$ cat config.mk
export PLATFORM = sky130hd
export DESIGN_NAME = tpulse_monitor
export DESIGN_NICKNAME = d
export VERILOG_FILES = /design/src/rtl/tpulse_monitor.sv
export SDC_FILE = /design/constraint.sdc
export NUM_CORES = 1
export LEC_CHECK = 0
export ABC_AREA = 1
export CORE_UTILIZATION = 30
export CTS_BUF_LIST = sky130_fd_sc_hd__clkbuf_2 sky130_fd_sc_hd__clkbuf_4 sky130_fd_sc_hd__clkbuf_8
export DETAILED_ROUTE_END_ITERATION = 12
export SLEW_MARGIN = 30
export SYNTH_ARGS = -nofsm -noshare
export SYNTH_HDL_FRONTEND = slang
export SYNTH_SLANG_ARGS = --single-unit
$ cat constraint.sdc
create_clock -name SIM_CLK -period 5.5 [get_ports SIM_CLK]
set_clock_uncertainty 0.1 [all_clocks]
set_input_delay 1.375 -clock SIM_CLK [delete_from_list [all_inputs] [get_ports SIM_CLK]]
set_output_delay 1.375 -clock SIM_CLK [all_outputs]
set_load 0.005 [all_outputs]
$ cat src/rtl/tpulse_monitor.sv
// tpulse_monitor: monitor-side receiver for the timer time pulses.
// It synchronizes MT/MGOJAM/MSTP, decodes the one-hot T-pulse bus into an
// index, counts memory cycle times on each T12->T01 wrap, and latches the
// first ring-sequence fault for the debug logic. It never drives the timer.
// Optional feature macro: TPMON_STALL_EN (adds the pulse stall watchdog,
// fault code 3).
module tpulse_monitor #(
  parameter int SYNC_STAGES = 2,
  parameter int COUNT_W     = 16,
  parameter int STALL_LIMIT = 64
) (
  input  logic               SIM_CLK,
  input  logic               SIM_RST,
  input  logic [11:0]        MT,
  input  logic               MGOJAM,
  input  logic               MSTP,
  input  logic               CLR_ERR,
  output logic [3:0]         TP_IDX,
  output logic               MCT_STB,
  output logic [COUNT_W-1:0] MCT_COUNT,
  output logic               ERR,
  output logic [1:0]         ERR_CODE,
  output logic [3:0]         ERR_IDX,
  output logic               TRACKING
);

  typedef enum logic [1:0] {
    IDLE   = 2'd0,
    TRACK  = 2'd1,
    RESYNC = 2'd2,
    FAULT  = 2'd3
  } state_e;

  localparam logic [1:0] CODE_MULTI = 2'd1;
  localparam logic [1:0] CODE_SKIP  = 2'd2;
  localparam logic [1:0] CODE_STALL = 2'd3;

  logic [11:0]            mt_sync_q [SYNC_STAGES];
  logic [SYNC_STAGES-1:0] gojam_sync_q;
  logic [SYNC_STAGES-1:0] mstp_sync_q;

  logic [11:0] cur_s;
  logic        gojam_s;
  logic        mstp_s;
  logic        cur_onehot_s;
  logic        cur_multi_s;
  logic [3:0]  cur_idx_s;
  logic [3:0]  exp_idx_s;
  logic        stall_fault_s;

  state_e             state_q, state_d;
  logic [3:0]         last_idx_q, last_idx_d;
  logic [COUNT_W-1:0] count_q, count_d;
  logic               stb_q, stb_d;
  logic               err_q, err_d;
  logic [1:0]         code_q, code_d;
  logic [3:0]         eidx_q, eidx_d;
  logic [3:0]         tp_idx_q;

  // Input synchronizer chains for the time-pulse bus and the control lines.
  always_ff @(posedge SIM_CLK or negedge SIM_RST) begin
    if (!SIM_RST) begin
      for (int i = 0; i < SYNC_STAGES; i++) begin
        mt_sync_q[i] <= 12'd0;
      end
      gojam_sync_q <= '0;
      mstp_sync_q  <= '0;
    end else begin
      mt_sync_q[0]    <= MT;
      gojam_sync_q[0] <= MGOJAM;
      mstp_sync_q[0]  <= MSTP;
      for (int i = 1; i < SYNC_STAGES; i++) begin
        mt_sync_q[i]    <= mt_sync_q[i-1];
        gojam_sync_q[i] <= gojam_sync_q[i-1];
        mstp_sync_q[i]  <= mstp_sync_q[i-1];
      end
    end
  end

  assign cur_s   = mt_sync_q[SYNC_STAGES-1];
  assign gojam_s = gojam_sync_q[SYNC_STAGES-1];
  assign mstp_s  = mstp_sync_q[SYNC_STAGES-1];

  // Classify the synchronized bus (zero/one/multi-hot) and encode the index.
  always_comb begin
    cur_onehot_s = (cur_s != 12'd0) && ((cur_s & (cur_s - 12'd1)) == 12'd0);
    cur_multi_s  = (cur_s != 12'd0) && !cur_onehot_s;
    cur_idx_s    = 4'd0;
    for (int i = 0; i < 12; i++) begin
      cur_idx_s = cur_s[i] ? 4'(i + 1) : cur_idx_s;
    end
    exp_idx_s = (last_idx_q == 4'd12) ? 4'd1 : (last_idx_q + 4'd1);
  end

`ifdef TPMON_STALL_EN
  localparam int STALL_W = $clog2(STALL_LIMIT + 2);
  localparam logic [STALL_W-1:0] STALL_SAT = STALL_W'(STALL_LIMIT + 1);
  localparam logic [STALL_W-1:0] STALL_MAX = STALL_W'(STALL_LIMIT);

  logic [STALL_W-1:0] stall_q, stall_d;

  // Stall counter: counts cycles the last pulse is held while tracking.
  always_comb begin
    stall_d = stall_q;
    if ((state_q != TRACK) || mstp_s ||
        (cur_onehot_s && (cur_idx_s != last_idx_q))) begin
      stall_d = '0;
    end else if (cur_onehot_s && (stall_q != STALL_SAT)) begin
      stall_d = stall_q + STALL_W'(1);
    end else begin
      stall_d = stall_q;
    end
    // Flag on the value about to be stored so the fault is raised as the
    // count passes the limit, not one cycle later.
    stall_fault_s = (state_q == TRACK) && (stall_d > STALL_MAX);
  end

  // Stall counter register.
  always_ff @(posedge SIM_CLK or negedge SIM_RST) begin
    if (!SIM_RST) begin
      stall_q <= '0;
    end else begin
      stall_q <= stall_d;
    end
  end
`else
  // Stall checking compiled out: constant false for any legal limit.
  assign stall_fault_s = (STALL_LIMIT < 32'sd0);
`endif

  // Sequence checker FSM: next state, ring tracking, MCT count, fault latch.
  always_comb begin
    state_d    = state_q;
    last_idx_d = last_idx_q;
    count_d    = count_q;
    stb_d      = 1'b0;
    err_d      = err_q;
    code_d     = code_q;
    eidx_d     = eidx_q;
    case (state_q)
      IDLE: begin
        if (gojam_s) begin
          state_d = RESYNC;
        end else if (cur_onehot_s) begin
          last_idx_d = cur_idx_s;
          state_d    = TRACK;
        end else begin
          state_d = IDLE;
        end
      end
      TRACK: begin
        if (gojam_s) begin
          state_d = RESYNC;
        end else if (cur_multi_s) begin
          state_d = FAULT;
          err_d   = 1'b1;
          code_d  = CODE_MULTI;
          eidx_d  = last_idx_q;
        end else if (cur_onehot_s && (cur_idx_s != last_idx_q)) begin
          if (cur_idx_s == exp_idx_s) begin
            last_idx_d = cur_idx_s;
            if ((last_idx_q == 4'd12) && (cur_idx_s == 4'd1)) begin
              stb_d   = 1'b1;
              count_d = count_q + COUNT_W'(1);
            end else begin
              stb_d = 1'b0;
            end
          end else begin
            state_d = FAULT;
            err_d   = 1'b1;
            code_d  = CODE_SKIP;
            eidx_d  = last_idx_q;
          end
        end else if (stall_fault_s) begin
          state_d = FAULT;
          err_d   = 1'b1;
          code_d  = CODE_STALL;
          eidx_d  = last_idx_q;
        end else begin
          state_d = TRACK;
        end
      end
      RESYNC: begin
        if (gojam_s) begin
          state_d = RESYNC;
        end else if (cur_onehot_s) begin
          last_idx_d = cur_idx_s;
          state_d    = TRACK;
        end else begin
          state_d = RESYNC;
        end
      end
      FAULT: begin
        if (CLR_ERR) begin
          state_d = IDLE;
          err_d   = 1'b0;
          code_d  = 2'd0;
          eidx_d  = 4'd0;
          count_d = '0;
        end else begin
          state_d = FAULT;
        end
      end
      default: begin
        state_d = IDLE;
      end
    endcase
  end

  // State, tracking and fault registers.
  always_ff @(posedge SIM_CLK or negedge SIM_RST) begin
    if (!SIM_RST) begin
      state_q    <= IDLE;
      last_idx_q <= 4'd0;
      count_q    <= '0;
      stb_q      <= 1'b0;
      err_q      <= 1'b0;
      code_q     <= 2'd0;
      eidx_q     <= 4'd0;
    end else begin
      state_q    <= state_d;
      last_idx_q <= last_idx_d;
      count_q    <= count_d;
      stb_q      <= stb_d;
      err_q      <= err_d;
      code_q     <= code_d;
      eidx_q     <= eidx_d;
    end
  end

  // Registered pulse-number decode; zero for zero-hot or multi-hot input.
  always_ff @(posedge SIM_CLK or negedge SIM_RST) begin
    if (!SIM_RST) begin
      tp_idx_q <= 4'd0;
    end else begin
      tp_idx_q <= cur_onehot_s ? cur_idx_s : 4'd0;
    end
  end

  assign TP_IDX    = tp_idx_q;
  assign MCT_STB   = stb_q;
  assign MCT_COUNT = count_q;
  assign ERR       = err_q;
  assign ERR_CODE  = code_q;
  assign ERR_IDX   = eidx_q;
  assign TRACKING  = (state_q == TRACK);

endmodule

==> flow_summary.ini <==
[sta]
period_minus_slack_ns = 3.04
fmax_mhz = 329
finalHoldViolCount = 0
relSlewSlack_pct = 51.6
setup_tns_ns = 0
worstMarginPinSlew_ns = 0.725
hold_ws_ns = 0.247
setup_violations = 0
rsz0062_at_grt = false
finalMaxSlewViolations = 0
finalCritPeriodShare_pct = 55.3

[global_routing]
grt_max_degree = 61
grt_pass1_vias = 2488
antenna_found_initial = 0
overflow = 0
gr-usage-all-layers_pct = 13.2
met2_usage_pct = 20.5
grt_use_met1_pct = 17.4
use_met3_pct = 2.71
grt_pass1_wl_microns = 11500
grt-busiest-layer = met2

[layout]
drive_gt1_share_pct = 14.4
layout_common_cells = 101 x nand2_1, 60 x dfrtp_1, 48 x nand3_1
area_growth_pct = 25.1
final_common_cell = nand2_1
final_nets = 453
insertedDiodeCount = 0

[cts]
cts_buffers = 9
clock-root-buffer = clkbuf_8
cts_max_level = 3
insertion_delay_ns = 0.34
cts_num_sinks = 60
cts_tree = built
cts.repair.resized = 0
post_cts_buffers = 0
cts_buffer_depth = 2
hold_buffers = 0
clkTransAtPathRegs_ns = 0.07

[setup_path]
critPathMaxStageDelay_ns = 0.55
crit_path_max_fanout = 6
ff2ff_path_depth = 14
end_kind = output pin
path_cells = inv_2 -> nor2_4 -> clkdlybuf4s50_1
startpoint_type = flip-flop
crit_slowest_cell = clkdlybuf4s50_1
cp_data_arrival_time_ns = 1.57
cp_top_family = buffers and inverters
criticalPathCategory = reg -> out
cp.depth = 3
path_buf_inv = 2
crit_required_ns = 4.03

[yosys]
muxShareOfSynthArea_pct = 0
syn_inst = 382
synth_seq_area_share_pct = 48.4
synth_ff_type = dfrtp_1
synth_warnings = 0
synth_edf_count = 0
synthArstFlopShare_pct = 100
yosysTopAreaCellShare_pct = 48.4
yosys.area.top_type = dfrtp_1
ys_top_cells_by_area = dfrtp_1 48%, nand2_1 12%, nand3_1 7.7%, nor2_1 5.7%, inv_1 3.9%
syn_area_per_cell_sq_um = 8.12
synth.distinct_cells = 34
yosys_register_bits = 60
synth_nets = 402
synth-simple-area-share_pct = 37.8
synth_top_family_by_area = simple AND/OR/NAND/NOR gates
synth_xor_area_share_pct = 3.95
yosys.area_share.adder_pct = 1.21
synth_area_sq_um = 3100
synth-compound-area-share_pct = 2.66

[routing]
wl_per_cell_microns = 11.3
vias_per_cell = 4.45
drt-total-wl_microns = 6480
ant_nets = 0
vias = 2540
drtIter0Drc = 143
first_pass_iters = 4
drc = 0

[power_and_ir_drop]
p_comb_share_pct = 8.3
power.density_nw_per_um2 = 245
p_int_uw = 718
switchingPower_uw = 234
switching_share_pct = 24.6
p_leak_nw = 1.81
p_seq_share_pct = 50.0
peakVddDrop_mv = 0.0812
clkPwrFrac_pct = 41.6

[floorplanning]
rows = 36
die-area_sq_um = 10700
floorplan.initialDensity_pct = 31.3
die_w_microns = 104
die_height_microns = 104
io_pins = 46
core_region_area_sq_um = 9910

[worst_hold_path]
holdPathStages = 0
min_path_type = reg -> reg

[outcome]
status = finished, final reports clean

[place]
dp_hpwl_microns = 4700
numPortBuffers = 44
gp_congestion = 0.878

[run]
drv_cap = 0
-- sequential cells by signal, indices dropped and copies added (netlist names) --
| register | flops |
|---|---|
| ERR | 1 |
| ERR_CODE | 2 |
| ERR_IDX | 4 |
| MCT_COUNT | 16 |
| MCT_STB | 1 |
| TP_IDX | 4 |
| cur_s | 12 |
| gojam_sync_q | 2 |
| last_idx_q | 4 |
| mt_sync_q | 12 |
| state_q | 2 |
-- metal layers --
| layer | vias up | routed length (microns) | share of wire [%] |
|---|---|---|---|
| li1 | 1307 | - | - |
| met2 | 48 | 3000 | 46 |
| met1 | 1180 | 3150 | 49 |
| met3 | 5 | 258 | 4.0 |
| met4 | 0 | 73 | 1.1 |
| met5 | - | 0 | 0 |
-- Yosys cell counts (all sizes together), types with 3 or more instances --
master,instances
buf,3
nand4,3
a21oi,4
dfrtp,60
or2,3
nor3,6
xor2,13
nor2,58
nand2,122
inv,38
nand3,50
o21ai,8
ha,3
-- through the flow --
stage	cells	setup WS, ns	util (%)	total power, mW	cell area [sq um]
2_1_floorplan	382	3.37	-	0.524	3100
3_3_place_gp	555	2.67	37.1	0.562	3680
3_5_place_dp	555	2.64	37.1	0.565	3680
4_1_cts	571	2.44	39.1	0.967	3880
5_1_grt	571	2.39	39.1	1.00	3880
6_report	571	2.46	39.1	0.951	3880
-- power by group through the flow --
stage / logic [mW] / clock network [mW] / registers (mW)
finish: 0.0793 / 0.396 / 0.476
global route: 0.0922 / 0.429 / 0.479
CTS: 0.0809 / 0.410 / 0.476
detailed placement: 0.0807 / 0 / 0.485
global placement: 0.0786 / 0 / 0.483
floorplan: 0.0422 / 0 / 0.482
-- area by class of cell --
| class | count | area [sq um] |
|---|---|---|
| well taps | 133 | 166 |
| inverters | 40 | 151 |
| clock inverters | 5 | 62.6 |
| clock buffers | 11 | 139 |
| flip-flops and latches | 60 | 1500 |
| multi-input cells | 277 | 1420 |
| repair buffers | 45 | 443 |
| fillers | 1033 | 6030 |
-- final timing paths --
check                              startpoint           end  slack, ns
worst max-delay path               state_q[0]      TRACKING       2.46
worst min-delay path            mt_sync_q[13]      cur_s[1]       0.25
worst max register to register  last_idx_q[0]  MCT_COUNT[4]       2.91
worst min register to register  mt_sync_q[13]      cur_s[1]       0.25
max in group asynchronous             SIM_RST    ERR_IDX[3]       3.74
min in group asynchronous             SIM_RST      cur_s[7]       1.08
-- cell families (layout without fill, tap and decap cells) --
group                      count (synthesis)  count (layout)
DFF                                       60              60
and+or+nand+nor                          246             246
buffers and inverters                     45             101
adders and majority gates                  3               3
AOI/OAI and AO/OA                         14              14
xor gates and xnor gates                  14              14
Power figures use the tool's default switching activity.
==> edit 1 (config.mk and constraints unchanged) <==
The option `TPMON_STALL_EN` is turned on by a define.
--- a/src/rtl/tpulse_monitor.sv
+++ b/src/rtl/tpulse_monitor.sv
@@ -6,2 +6,4 @@
 // fault code 3).
+`define TPMON_STALL_EN
+
 module tpulse_monitor #(
Formal check against the unedited RTL: same outputs for any inputs over 10 cycles, from zero or initial values and one cycle with SIM_RST low; that may be too few to reach the edited logic, so the function may still have changed.
==> edit 1 against the original RTL <==
  * Routed wire length is 12% higher
  * Sequential power up 18%
  * Critical path type unchanged
  * Global-route usage up 0.44 points
  * Area after synthesis increased by 12%
  * Utilization down 0.60 points
  * Largest cell class unchanged
  * Final area rose by 9.6%
  * Sequential cell count up 9
  * Power rose by 13%
  * Register-to-register slack worse by 0.22 ns
  * Worst setup slack got worse by 0.30 ns
  * Non-clock buffer count increased by 1
==> edit 1: results <==
set metrics [dict create \
    status "finished, final reports clean" \
    clkTransAtPathRegs_ns 0.08 \
    hp-start "mt_sync_q[12]" \
    cts_buffers 9 \
    whs_ns 0.252 \
    cpMaxStageDelayCell "clkdlybuf4s50_1" \
    gp_congestion 0.907 \
    grt_usage_pct 13.6 \
    r2r-end "MCT_COUNT[3]" \
    largest_reg_flops 16 \
    ir_drop_mv 0.0970 \
    async_flop_share_pct 100 \
    reg2reg_from "cur_s[3]" \
    antenna_found_initial 0 \
    grt_max_degree 44 \
    wl_per_cell_um 11.9 \
    place_area_um2 4070 \
    cts-root-buf "clkbuf_8" \
    layout-drive-gt1-share_pct 10.1 \
    synth_nets 430 \
    critPathArrivalTime_ns 1.86 \
    nFillCells 1127 \
    worst_pin_slew_ns 0.609 \
    dp_hpwl_mm 5.42 \
    clock_latency_ns 0.36 \
    clock_path_buffers 2 \
    min_path_cells 0 \
    power.leakage_nw 1.89 \
    cpPeakStageDelay_ns 0.60 \
    grt_pass1_vias 2719 \
    synth_commonest_cells "nand2_1, dfrtp_1, inv_1" \
    grt_pass1_wl_mm 12.4 \
    final_nets 484 \
    yosys_warnings 0 \
    reg2reg_slack_ns 2.69 \
    drtIter0Drc 157 \
    reg2reg_depth 16 \
    hp-class "register to register" \
    path_max_fanout 7 \
    synth.distinct_cells 36 \
    holdPathEnd "cur_s[0]" \
    port_buffers 45 \
    yosysSeqAreaShare_pct 49.9 \
    vias 2798 \
    synth_area_leaders "dfrtp_1, nand2_1, inv_1" \
]
## edit 1: cell count changes in the layout (fill, tap and decap cells not counted), sizes merged, moves of 3 or more
cell | unedited run | this run
a211oi | 0 | 3
a21oi | 4 | 9
dfrtp | 60 | 69
inv | 38 | 61
nand2 | 122 | 110
nand3 | 50 | 32
nand4 | 3 | 10
nor2 | 58 | 42
nor3 | 6 | 13
o211ai | 0 | 4
o21ai | 8 | 18
o31ai | 0 | 8
## edit 1: cell families (layout without fill, tap and decap cells)
| logic type | count (synthesis) | count (layout) | synth area share [%] |
|---|---|---|---|
| AOI/OAI and AO/OA | 44 | 44 | 8.03 |
| xor gates and xnor gates | 17 | 17 | 4.30 |
| adders and majority gates | 5 | 5 | 1.81 |
| buffers and inverters | 60 | 119 | 6.65 |
| DFF | 69 | 69 | 49.9 |
| and+or+nand+nor | 213 | 213 | 29.3 |
## edit 1: cell type report
cell class	instances	share of cell area, %
clock inverters	7	1.32
clock buffers	9	2.91
flip-flops and latches	69	40.6
multi-input cells	279	35.3
well taps	140	4.12
repair buffers	46	10.7
inverters	57	5.03
## edit 1: metal layers
| metal | up-vias | GRT usage (%) | part of all wire (%) |
|---|---|---|---|
| met5 | - | 0 | 0 |
| met4 | 0 | 7.14 | 1.7 |
| met2 | 50 | 20.7 | 46 |
| met3 | 7 | 3.50 | 4.6 |
| li1 | 1432 | - | - |
| met1 | 1309 | 17.9 | 48 |
## edit 1: how the worst max path moves through the flow
stage / startpoint / slack, ns / end
global route: state_q[0] / 2.06 / TRACKING
global placement: CLR_ERR / 2.29 / MCT_COUNT[3]
CTS: state_q[0] / 2.15 / TRACKING
detailed placement: CLR_ERR / 2.29 / MCT_COUNT[3]
floorplan: CLR_ERR / 3.15 / MCT_COUNT[14]
finish: state_q[0] / 2.16 / TRACKING
## edit 1: where the power goes
group	total, mW	leakage (nW)	switching (mW)	internal (mW)
Clock	0.381	0.0910	0.211	0.169
Combinational	0.133	0.922	0.0712	0.0618
Sequential	0.560	0.875	0.0248	0.535
Total	1.07	1.89	0.307	0.767
## edit 1: metrics by stage
step | worst slack [ns] | instances | utilization [%]
floorplan | 3.15 | 408 | -
global placement | 2.29 | 591 | 36.9
detailed placement | 2.29 | 591 | 36.9
CTS | 2.15 | 607 | 38.5
global route | 2.06 | 607 | 38.5
finish | 2.16 | 607 | 38.5
## edit 1: worst reg2reg max path, delay by kind of cell (launching register included)
kind | cells | cell delay, ns
AND/OR/NAND/NOR | 11 | 1.44
AO/OA/AOI/OAI | 3 | 0.43
buffers and inverters | 2 | 0.32
flip-flops | 1 | 0.41
==> edit 2 (same flow settings) <==
Made on the original files. The 4 states of `state_e` get a one-hot encoding in 4 bits.
--- a/src/rtl/tpulse_monitor.sv
+++ b/src/rtl/tpulse_monitor.sv
@@ -26,7 +26,7 @@
 
-  typedef enum logic [1:0] {
-    IDLE   = 2'd0,
-    TRACK  = 2'd1,
-    RESYNC = 2'd2,
-    FAULT  = 2'd3
+  typedef enum logic [3:0] {
+    IDLE   = 4'b0001,
+    TRACK  = 4'b0010,
+    RESYNC = 4'b0100,
+    FAULT  = 4'b1000
   } state_e;
Function: no difference found for any inputs over 10 cycles, from zero or initial values and one cycle with SIM_RST low; not proved beyond that.
==> edit 2 against the original RTL <==
  * Final area is 0.74% higher
  * Power is 3.4% higher
  * Global-route usage hardly changed
  * Area after synthesis is 0.28% higher
  * Sequential cell count is 2 higher
  * Count of clock-buffer cells in the layout is 2 lower
  * Worst setup slack worse by 0.26 ns
  * Routed wire length is 1.5% higher
  * Sequential share of layout area is 1.0 points higher
  * Die area is 0.28% higher
  * Via count is 0.94% higher
  * Highest routed layer unchanged
==> edit 2: results <==
set metrics [dict create \
    seq_share_pct 39.7 \
    grt_max_degree 63 \
    syn_inst 374 \
    grt_pass1_vias 2484 \
    path_max_fanout 7 \
    ys_seq_elements 62 \
    drt-met1-wl_mm 3.22 \
    holdPathEnd "cur_s[10]" \
    drtIter0Drc 131 \
    layout-drive-gt1-share_pct 11.8 \
    hp-start "mt_sync_q[22]" \
    critPathArrivalTime_ns 1.82 \
    status "finished, final reports clean" \
    nFillCells 1019 \
    cp-startpoint "state_q[2]" \
    inverters_excl_clock 39 \
    clkCellAreaFrac_pct 5.25 \
    power.leakage_nw 1.86 \
    buf_share_pct 11.5 \
    nNonClkBuffers 46 \
    gp_congestion 0.815 \
    yosysSeqAreaShare_pct 49.9 \
    wl_met3_um 342 \
    reg2reg_depth 12 \
    reg2reg_slack_ns 2.76 \
    multi_input_area_share_pct 35.5 \
    synth_nets 394 \
    gr-usage-met1_pct 17.3 \
    synth_area_leaders "dfrtp_1, nand2_1, nand3_1" \
    pg_comb_uw 83.7 \
    relSlewSlack_pct 48.7 \
    wirelength_mm 6.57 \
    grt-ovfl-total 0 \
    port_buffers 44 \
    grtUsageMet2_pct 20.1 \
    seq_power_uw 490 \
    nClkBuffers 9 \
    synth.distinct_cells 35 \
    reg2reg_from "cur_s[8]" \
    final_nets 446 \
    synth_commonest_cells "nand2_1, dfrtp_1, nor2_1" \
    grt_usage_pct 13.2 \
    hp-class "register to register" \
    r2r-end "MCT_COUNT[9]" \
    multi_input_gates 268 \
    grt_pass1_wl_mm 11.4 \
    dp.cells 548 \
    switching_share_pct 26.6 \
    ir_drop_mv 0.0945 \
    vias 2564 \
    use_met3_pct 3.71 \
    wl_met2_mm 2.88 \
]
## edit 2: changes by cell type after synthesis, sizes merged, moves of 2 or more
cell	unedited run	this run
nor2	58	47
clkinv	2	0
nand3b	1	3
nor4	2	4
a21oi	4	7
or2	3	1
nand2	122	124
xnor2	1	6
xor2	13	9
nand3	50	39
## edit 2: stage by stage
step                utilization [%]  area, um2  power [mW]  setup WS (ns)  hold WS, ns
detailed placement             37.3       3700       0.584           2.19        0.235
CTS                            39.4       3900       0.999           2.21        0.251
floorplan                         -       3110       0.549           2.99        0.231
finish                         39.4       3910       0.984           2.20        0.249
global placement               37.3       3700       0.581           2.20        0.233
global route                   39.4       3910        1.04           2.08        0.258
## edit 2: kinds of logic after synthesis
group / Yosys count / share of synthesized area [%]
AND/OR/NAND/NOR: 229 / 34.4
flip-flops: 62 / 49.9
buffers and inverters: 44 / 5.83
AO/OA/AOI/OAI: 21 / 4.47
XOR/XNOR: 15 / 4.22
adder cells (fa/ha/maj): 3 / 1.21
